### src/rtl/ps2_pkg.sv
// Shared constants and types for the PS/2 keyboard receiver.
package ps2_pkg;

    localparam logic [7:0]  PS2_PREFIX_EXT = 8'hE0;
    localparam logic [7:0]  PS2_PREFIX_BRK = 8'hF0;
    localparam int unsigned PS2_DATA_BITS  = 8;

    typedef enum logic [1:0] {IDLE, DATA, PARITY, STOP} ps2_state_e;

    // 'release' is a reserved word, so the break flag is called rel.
    typedef struct packed {
        logic [7:0] code;
        logic       ext;
        logic       rel;
    } ps2_evt_t;

    localparam int unsigned PS2_EVT_W = $bits(ps2_evt_t);

endpackage

### src/rtl/ps2_rx_fifo.sv
// 4-entry key event FIFO; compiled only when PS2_RX_FIFO_EN is defined.
`ifdef PS2_RX_FIFO_EN
module ps2_rx_fifo
    import ps2_pkg::*;
(
    input  logic                 clk_i,
    input  logic                 rst_i,
    input  logic                 push_i,
    input  logic [PS2_EVT_W-1:0] data_i,
    input  logic                 pop_i,
    output logic [PS2_EVT_W-1:0] data_o,
    output logic                 empty_o,
    output logic                 full_o
);

    logic [PS2_EVT_W-1:0] mem_q [4];
    logic [1:0]           wr_ptr_q, rd_ptr_q;
    logic [2:0]           cnt_q;

    always_ff @(posedge clk_i or posedge rst_i) begin
        if (rst_i) begin
            for (int i = 0; i < 4; i++) mem_q[i] <= '0;
            wr_ptr_q <= '0;
            rd_ptr_q <= '0;
            cnt_q    <= '0;
        end else begin
            if (push_i) begin
                mem_q[wr_ptr_q] <= data_i;
                wr_ptr_q        <= wr_ptr_q + 2'd1;
            end
            if (pop_i) rd_ptr_q <= rd_ptr_q + 2'd1;
            case ({push_i, pop_i})
                2'b10:   cnt_q <= cnt_q + 3'd1;
                2'b01:   cnt_q <= cnt_q - 3'd1;
                default: cnt_q <= cnt_q;
            endcase
        end
    end

    assign data_o  = mem_q[rd_ptr_q];
    assign empty_o = (cnt_q == 3'd0);
    assign full_o  = (cnt_q == 3'd4);

endmodule
`endif

### src/rtl/ps2_kbd_rx.sv
// PS/2 keyboard receiver: filtered clock, frame decode, E0/F0 prefix folding.
// Optional event FIFO enabled by defining PS2_RX_FIFO_EN.
module ps2_kbd_rx
    import ps2_pkg::*;
#(
    parameter int unsigned FILT_LEN = 4,
    parameter int unsigned TIMEOUT  = 4096
) (
    input  logic       clk_sys,
    input  logic       reset,
    input  logic       ps2_clk,
    input  logic       ps2_data,
    input  logic       key_rd,
    output logic [7:0] key_code,
    output logic       key_ext,
    output logic       key_release,
    output logic       key_strobe,
    output logic       key_valid,
    output logic       parity_err,
    output logic       frame_err,
    output logic       overflow,
    output logic       rx_busy
);

    localparam int unsigned FW = $clog2(FILT_LEN + 1);
    localparam int unsigned TW = $clog2(TIMEOUT + 1);

    logic [1:0]    clk_sync_q, dat_sync_q;
    logic          filt_q, fall_q;
    logic [FW-1:0] filt_cnt_q;

    always_ff @(posedge clk_sys or posedge reset) begin
        if (reset) begin
            clk_sync_q <= 2'b11;
            dat_sync_q <= 2'b11;
            filt_q     <= 1'b1;
            filt_cnt_q <= '0;
            fall_q     <= 1'b0;
        end else begin
            clk_sync_q <= {clk_sync_q[0], ps2_clk};
            dat_sync_q <= {dat_sync_q[0], ps2_data};
            fall_q     <= 1'b0;
            if (clk_sync_q[1] == filt_q) begin
                filt_cnt_q <= '0;
            end else if (filt_cnt_q == FW'(FILT_LEN - 1)) begin
                filt_q     <= clk_sync_q[1];
                filt_cnt_q <= '0;
                fall_q     <= filt_q;
            end else begin
                filt_cnt_q <= filt_cnt_q + 1'b1;
            end
        end
    end

    ps2_state_e    state_q;
    logic [7:0]    shift_q;
    logic [2:0]    bit_cnt_q;
    logic          par_q, ext_q, rel_q;
    logic [TW-1:0] to_cnt_q;
    logic          frame_err_q, parity_err_q;

    logic     data_s, stop_eval, stop_bad, par_bad, byte_ok, start_bad;
    logic     is_ext, is_brk, evt_push;
    ps2_evt_t evt_d;

    assign data_s    = dat_sync_q[1];
    assign stop_eval = fall_q && (state_q == STOP);
    assign stop_bad  = stop_eval && !data_s;
    assign par_bad   = stop_eval && data_s && !(^{shift_q, par_q});
    assign byte_ok   = stop_eval && data_s && (^{shift_q, par_q});
    assign start_bad = fall_q && (state_q == IDLE) && data_s;
    assign is_ext    = (shift_q == PS2_PREFIX_EXT);
    assign is_brk    = (shift_q == PS2_PREFIX_BRK);
    assign evt_push  = byte_ok && !is_ext && !is_brk;
    assign evt_d     = '{code: shift_q, ext: ext_q, rel: rel_q};

    always_ff @(posedge clk_sys or posedge reset) begin
        if (reset) begin
            state_q      <= IDLE;
            shift_q      <= '0;
            bit_cnt_q    <= '0;
            par_q        <= 1'b0;
            ext_q        <= 1'b0;
            rel_q        <= 1'b0;
            to_cnt_q     <= '0;
            frame_err_q  <= 1'b0;
            parity_err_q <= 1'b0;
        end else begin
            frame_err_q  <= start_bad || stop_bad;
            parity_err_q <= par_bad;
            to_cnt_q     <= (state_q == IDLE || fall_q) ? '0 : to_cnt_q + 1'b1;
            // A stalled frame is dropped silently; prefix flags survive.
            if (state_q != IDLE && !fall_q && to_cnt_q == TW'(TIMEOUT - 1)) begin
                state_q <= IDLE;
            end else if (fall_q) begin
                unique case (state_q)
                    IDLE: begin
                        if (!data_s) begin
                            state_q   <= DATA;
                            bit_cnt_q <= '0;
                        end
                    end
                    DATA: begin
                        shift_q   <= {data_s, shift_q[7:1]};
                        bit_cnt_q <= bit_cnt_q + 3'd1;
                        if (bit_cnt_q == 3'(PS2_DATA_BITS - 1)) state_q <= PARITY;
                    end
                    PARITY: begin
                        par_q   <= data_s;
                        state_q <= STOP;
                    end
                    STOP: begin
                        state_q <= IDLE;
                        if (!byte_ok) begin
                            ext_q <= 1'b0;
                            rel_q <= 1'b0;
                        end else if (is_ext) begin
                            ext_q <= 1'b1;
                        end else if (is_brk) begin
                            rel_q <= 1'b1;
                        end else begin
                            ext_q <= 1'b0;
                            rel_q <= 1'b0;
                        end
                    end
                endcase
            end
        end
    end

    assign frame_err  = frame_err_q;
    assign parity_err = parity_err_q;
    assign rx_busy    = (state_q != IDLE);

    logic strobe_q;
    assign key_strobe = strobe_q;

`ifdef PS2_RX_FIFO_EN
    ps2_evt_t head;
    logic     empty, full, pop, push_ok, overflow_q;

    assign pop     = key_rd && !empty;
    // A pop in the same cycle frees the slot the push needs.
    assign push_ok = evt_push && (!full || pop);

    ps2_rx_fifo u_fifo (
        .clk_i   (clk_sys),
        .rst_i   (reset),
        .push_i  (push_ok),
        .data_i  (evt_d),
        .pop_i   (pop),
        .data_o  (head),
        .empty_o (empty),
        .full_o  (full)
    );

    always_ff @(posedge clk_sys or posedge reset) begin
        if (reset) begin
            strobe_q   <= 1'b0;
            overflow_q <= 1'b0;
        end else begin
            strobe_q   <= push_ok;
            overflow_q <= evt_push && !push_ok;
        end
    end

    assign key_code    = head.code;
    assign key_ext     = head.ext;
    assign key_release = head.rel;
    assign key_valid   = !empty;
    assign overflow    = overflow_q;
`else
    ps2_evt_t evt_q;
    logic     valid_q;
    logic     unused_key_rd;

    assign unused_key_rd = key_rd;

    always_ff @(posedge clk_sys or posedge reset) begin
        if (reset) begin
            evt_q    <= '0;
            valid_q  <= 1'b0;
            strobe_q <= 1'b0;
        end else begin
            strobe_q <= evt_push;
            if (evt_push) begin
                evt_q   <= evt_d;
                valid_q <= 1'b1;
            end
        end
    end

    assign key_code    = evt_q.code;
    assign key_ext     = evt_q.ext;
    assign key_release = evt_q.rel;
    assign key_valid   = valid_q;
    assign overflow    = 1'b0;
`endif

endmodule

### config.mk
export PLATFORM = sky130hd
export DESIGN_NAME = ps2_kbd_rx
export DESIGN_NICKNAME = d
export VERILOG_FILES = /design/src/rtl/ps2_pkg.sv /design/src/rtl/ps2_rx_fifo.sv /design/src/rtl/ps2_kbd_rx.sv
export SDC_FILE = /design/constraint.sdc
export NUM_CORES = 1
export LEC_CHECK = 0
export ABC_AREA = 1
export BUFFER_PORTS_ARGS = -buffer_cell sky130_fd_sc_hd__clkbuf_2
export CAP_MARGIN = 20
export CORE_UTILIZATION = 58
export DETAILED_ROUTE_END_ITERATION = 12
export PLACE_DENSITY = 0.82
export SLEW_MARGIN = 20
export SYNTH_ARGS = -nofsm -noshare
export SYNTH_HDL_FRONTEND = slang
export SYNTH_SLANG_ARGS = --single-unit
### constraint.sdc
create_clock -name clk_sys -period 1.8 [get_ports clk_sys]
set_input_delay 0.09 -clock clk_sys [delete_from_list [all_inputs] [get_ports clk_sys]]
set_output_delay 0.09 -clock clk_sys [all_outputs]
set_load 0.05 [all_outputs]
== After elaboration in Yosys (flattened, before gate mapping) ==
Cells that the tools add are included.

* Add/sub/neg operators: 3
* Equality and inequality tests: 14
* Muxes and demuxes: 18
* Bitwise logic cells: 2
* Reductions and logical operators: 30

{| class="wikitable"
|+ Operators by type and width
! operator !! number
|-
| $eq 8x8->1 const B || 2
|-
| $add 13x1->13 const B || 1
|-
| $eq 13x12->1 const B || 1
|-
| $mux 13 || 1
|-
| $reduce_and 4->1 || 3
|-
| $logic_and 1x1->1 || 11
|-
| $mux 3 || 3
|-
| $reduce_and 3->1 || 3
|-
| $reduce_xor 9->1 || 1
|-
| $mux 1 || 8
|-
| $mux 2 || 4
|-
| $pmux 2 s4 || 1
|-
| $add 3x1->3 const B || 2
|-
| $ne 3x3->1 const B || 2
|-
| $pmux 3 s2 || 1
|-
| $reduce_bool 2->1 || 3
|-
| $logic_not 1->1 || 5
|-
| $eq 2x2->1 const B || 2
|-
| $ne 2x2->1 const B || 2
|-
| $eq 3x2->1 const B || 1
|-
| $eq 3x3->1 const B || 1
|-
| $ne 3x2->1 const B || 1
|-
| $eq 2x1->1 const B || 1
|-
| $logic_not 2->1 || 1
|-
| 4 further kinds || 6
|}

* Bits in registers: 52
* Input port bits: 5
* Output and inout port bits: 16
* Word-level logic and storage cells: 86

== Logic depth before layout (Yosys ltp) ==
* Depth in word-level cells: 6
* Depth in mapped cells: 12
* Depth with buffers taken out: 12

== Worst setup path before layout ==
OpenSTA, ideal clock, no wires.

* Path type: reg-to-reg
* Start: register to_cnt_q[0]
* End: register state_q[0]
* Library setup time: 0.113 ns
* Arrival: 1.380 ns
* Required time: 1.687 ns
* Path slack: 0.307 ns
* Cell stages (with the launch flop): 13
* Buffers on the path: 0
* Period minus slack after synthesis: 1.493 ns
* Cell sequence: dfrtp_1 ha_1 nand2_1 inv_1 nand2_1 nor2_1 nand3_1 nor2_1 nand3_1 nor2_1 nand2_1 nand2_1 inv_1

* Longest elaborated chain between the ends: 4
* Elaborated cells on any way between the ends: 7
* Classes of those cells: eq/ne: 3; mux: 1; reduce/logical: 3

{| class="wikitable"
|+ RTL lines
! element !! RTL line !! text
|-
| start, declared || ps2_kbd_rx.sv:59 || <nowiki>logic [TW-1:0] to_cnt_q;</nowiki>
|-
| start signal, assigned || ps2_kbd_rx.sv:91 || <nowiki>to_cnt_q <= (state_q == IDLE || fall_q) ? '0 : to_cnt_q + 1'b1;</nowiki>
|-
| $eq 13x12->1 * || ps2_kbd_rx.sv:93 || <nowiki>if (state_q != IDLE && !fall_q && to_cnt_q == TW'(TIMEOUT - 1)) begin</nowiki>
|-
| $logic_and 1x1->1 * || ps2_kbd_rx.sv:93 ||
|-
| $ne 3x3->1 (no source line), or another cell as far along || - ||
|-
| $reduce_and 3->1 (no source line) || - ||
|-
| end signal, assigned || ps2_kbd_rx.sv:94 || <nowiki>state_q <= IDLE;</nowiki>
|-
| end signal, assigned || ps2_kbd_rx.sv:99 || <nowiki>state_q <= DATA;</nowiki>
|-
| end signal, assigned || ps2_kbd_rx.sv:106 || <nowiki>if (bit_cnt_q == 3'(PS2_DATA_BITS - 1)) state_q <= PARITY;</nowiki>
|-
| end, declared || ps2_kbd_rx.sv:55 || <nowiki>ps2_state_e state_q;</nowiki>
|}

Every way passes the cells marked *; elsewhere a longest branch is shown, timed or not.
A chain may end at the register's enable or synchronous reset.

== Worst setup path after layout ==
* Start: register to_cnt_q[1]
* End: register to_cnt_q[10]

* Longest elaborated chain between the ends: 2

{| class="wikitable"
|+ RTL lines
! element !! RTL line
|-
| $add 13x1->13 || ps2_kbd_rx.sv:91
|-
| $mux 13 || ps2_kbd_rx.sv:91
|}

No other way between the ends.

==> results.toml <==
[synthesis]
synth_most_common_cell = "nand2_1"
yosysTopAreaCell = "dfrtp_1"
yosys_most_used_dff = "dfrtp_1"
syn_nets = 300
ys_seq_elements = 52
synthDistinctLibCells = 28
synthArstFlopShare_pct = 100.0
synth_area_leaders = "dfrtp_1, nand2_1, dfstp_2"
synth_top_area_share_pct = 48.68
synth_cells = 287
synth.avg_cell_area_um2 = 8.418
seq_area_frac_synth_pct = 54.12
synth_warnings = 0
syn_area_um2 = 2416
synth_edf_count = 0
synth_common_cells = "nand2_1, dfrtp_1, inv_1"

[global_route]
grt_overflow_total = 0
grtUsageTotal_pct = 21.89
grt_pass1_wl_mm = 7.134
grt_pass1_vias = 1727
grt_max_degree = 30
use_met3_pct = 5.822
grtUsageMet1_pct = 24.75
antenna_found_initial = 0
top_usage_layer = "met2"
use_met2_pct = 39.14

[setup_path]
path_class = "flop to flop"
critPathRequiredTime_ns = 2.00
r2r_slack_ns = 0.12
critPathLaunchType = "flop"
endpoint_kind = "flop"
worstPathMaxFanout = 3
reg2reg_to = "to_cnt_q[10]"
arrival_ns = 1.87
timing.rr.start = "to_cnt_q[1]"
r2r_cells = 11

[clock_tree]
worstSkewPairLatency_ns = 0.31
path_clk_slew_ns = 0.10
cts_tree = "done"
cts_root_buffer = "clkbuf_8"
cts.sinks = 52
cts_inserted_buffers = 5
cts_max_path_buffers = 2
htreeDepth = 2

[pwr]
ir_drop_mv = 0.5044
cellPowerDensity_nw_per_um2 = 885.5
p_total_mw = 2.461
leakage_nw = 1.472

[detailed_routing]
drtPass1Iterations = 4
viasPerCell = 5.149
routedWlPerCell_um = 11.75
ant_nets = 0
wirelength_mm = 4.337
drc = 0
dr.first_iter.drc_count = 97
via_count = 1900

[floorplanning]
initial_core_util_pct = 60.40
ios = 21
die_w_um = 66.54
num_rows = 23
dieHeight_um = 66.54
core_area_um2 = 4000
dieArea_um2 = 4428

[cells_and_area]
fin_nets = 331
final_area_um2 = 2779
layout-drive-gt1-share_pct = 17.87
antenna_cells = 0
syn_to_final_growth_pct = 15.02

[placement]
globalplace.congestion = 0.7773
io_buffers = 18
placed_cell_area_um2 = 2576
hpwl_mm = 3.022

[timing]
fin_crit_sh_pct = 93.09
hold_viol_final = 0
setup_viol = 0
drv_slew = 0
finClkSkew_ns = 0.01200
clock.fmax_mhz = 596.8
min_period_ns = 1.676

[worst_hold_path]
min_path_type = "input port to async pin"

[job]
maxCapViolCount = 0

[outcome]
status = "complete, no violations"
[repair_timing]
| action | in CTS | in global routing |
|---|---|---|
| setup endpoints to repair | 0 | 16 |
| setup buffers | 0 | 3 |
| hold buffers | 3 | 0 |
| gates resized for setup | 0 | 11 |
| hold endpoints to repair | 21 | 0 |
[layer usage]
layer	wire length (um)	vias up	share of wire, %
li1	-	978	-
met1	1979	883	46
met2	2145	31	49
met3	115	8	2.7
met4	96	0	2.2
met5	0	-	0
[worst max-delay path, cell delays in order, from the launching register on]
cell and delay [ns]:
dfrtp_1 0.38, ha_2 0.19, nand2_1 0.05, inv_1 0.09, nand2_2 0.07, nor2_2 0.14
nand3_2 0.11, nor2_4 0.15, buf_4 0.12, nand2_1 0.05, o21ai_0 0.15, a21oi_1 0.06
[flip-flops by register name, indices dropped and copies added (netlist names), 2 cells and up]
name	cells
key_code	8
to_cnt_q	13
shift_q	8
state_q	2
filt_cnt_q	3
bit_cnt_q	3
clk_sync_q	2
dat_sync_q	2
[logic make-up (layout without fill, tap and decap cells)]
group                      after synthesis  after routing  share of synthesized area [%]
AOI/OAI and AO/OA                       31             31                          7.044
xor gates and xnor gates                 2              2                         0.7251
adders and majority gates                8              8                          4.143
buffers and inverters                   43             74                          7.198
DFF                                     52             52                          54.12
other                                    1              1                         0.1552
and+or+nand+nor                        150            151                          26.62
[power by group]
part / total, mW / leakage, nW / internal (mW) / switching [mW]
Clock: 0.684 / 0.0485 / 0.279 / 0.405
Sequential: 1.30 / 0.704 / 1.25 / 0.0536
Combinational: 0.477 / 0.719 / 0.162 / 0.315
Total: 2.46 / 1.47 / 1.69 / 0.774
[how the worst max path moves through the flow]
stage | startpoint | to | cells after the start
after CTS | to_cnt_q[0] | state_q[1] | 12
after global placement | to_cnt_q[0] | state_q[0] | 12
after floorplan | to_cnt_q[0] | state_q[0] | 12
after global routing | to_cnt_q[1] | state_q[0] | 12
after detailed placement | shift_q[0] | key_release | 11
final | to_cnt_q[1] | to_cnt_q[10] | 11
[layout make-up]
class	instances	area [um2]
flip-flops and latches	52	1309
fillers	320	1221
multi-input cells	193	992.2
repair buffers	27	177.7
inverters	39	146.4
clock buffers	5	68.82
well taps	50	62.56
clock inverters	3	22.52
[cell usage in the layout, fill, tap and decap left out, types with 2 or more instances in the layout]
| master | n |
|---|---|
| a21oi_1 | 10 |
| buf_4 | 5 |
| clkbuf_2 | 18 |
| clkbuf_8 | 5 |
| dfrtp_1 | 46 |
| dfstp_2 | 5 |
| dlygate4sd3_1 | 3 |
| ha_1 | 7 |
| inv_1 | 34 |
| inv_2 | 5 |
| nand2_1 | 89 |
| nand2_2 | 4 |
| nand3_1 | 14 |
| nand3_2 | 2 |
| nand4_1 | 9 |
| nand4_4 | 2 |
| nor2_1 | 19 |
| nor2_2 | 3 |
| nor2_4 | 2 |
| nor3_1 | 6 |
| o21ai_0 | 16 |
| xnor2_1 | 2 |
[per-stage QoR]
stage / utilization, % / std cells / hold WS (ns) / worst slack, ns / setup TNS [ns]
floorplan: - / 287 / 0.09448 / 0.3071 / 0
global placement: 64.40 / 354 / 0.1255 / 0.1517 / 0
detailed placement: 64.40 / 354 / 0.1299 / 0.07827 / 0
CTS: 67.44 / 365 / 0.3285 / 0.05577 / 0
global route: 69.47 / 369 / 0.3659 / -0.01162 / -0.01162
finish: 69.47 / 369 / 0.3419 / 0.1245 / 0
(Power assumes the default switching activity.)
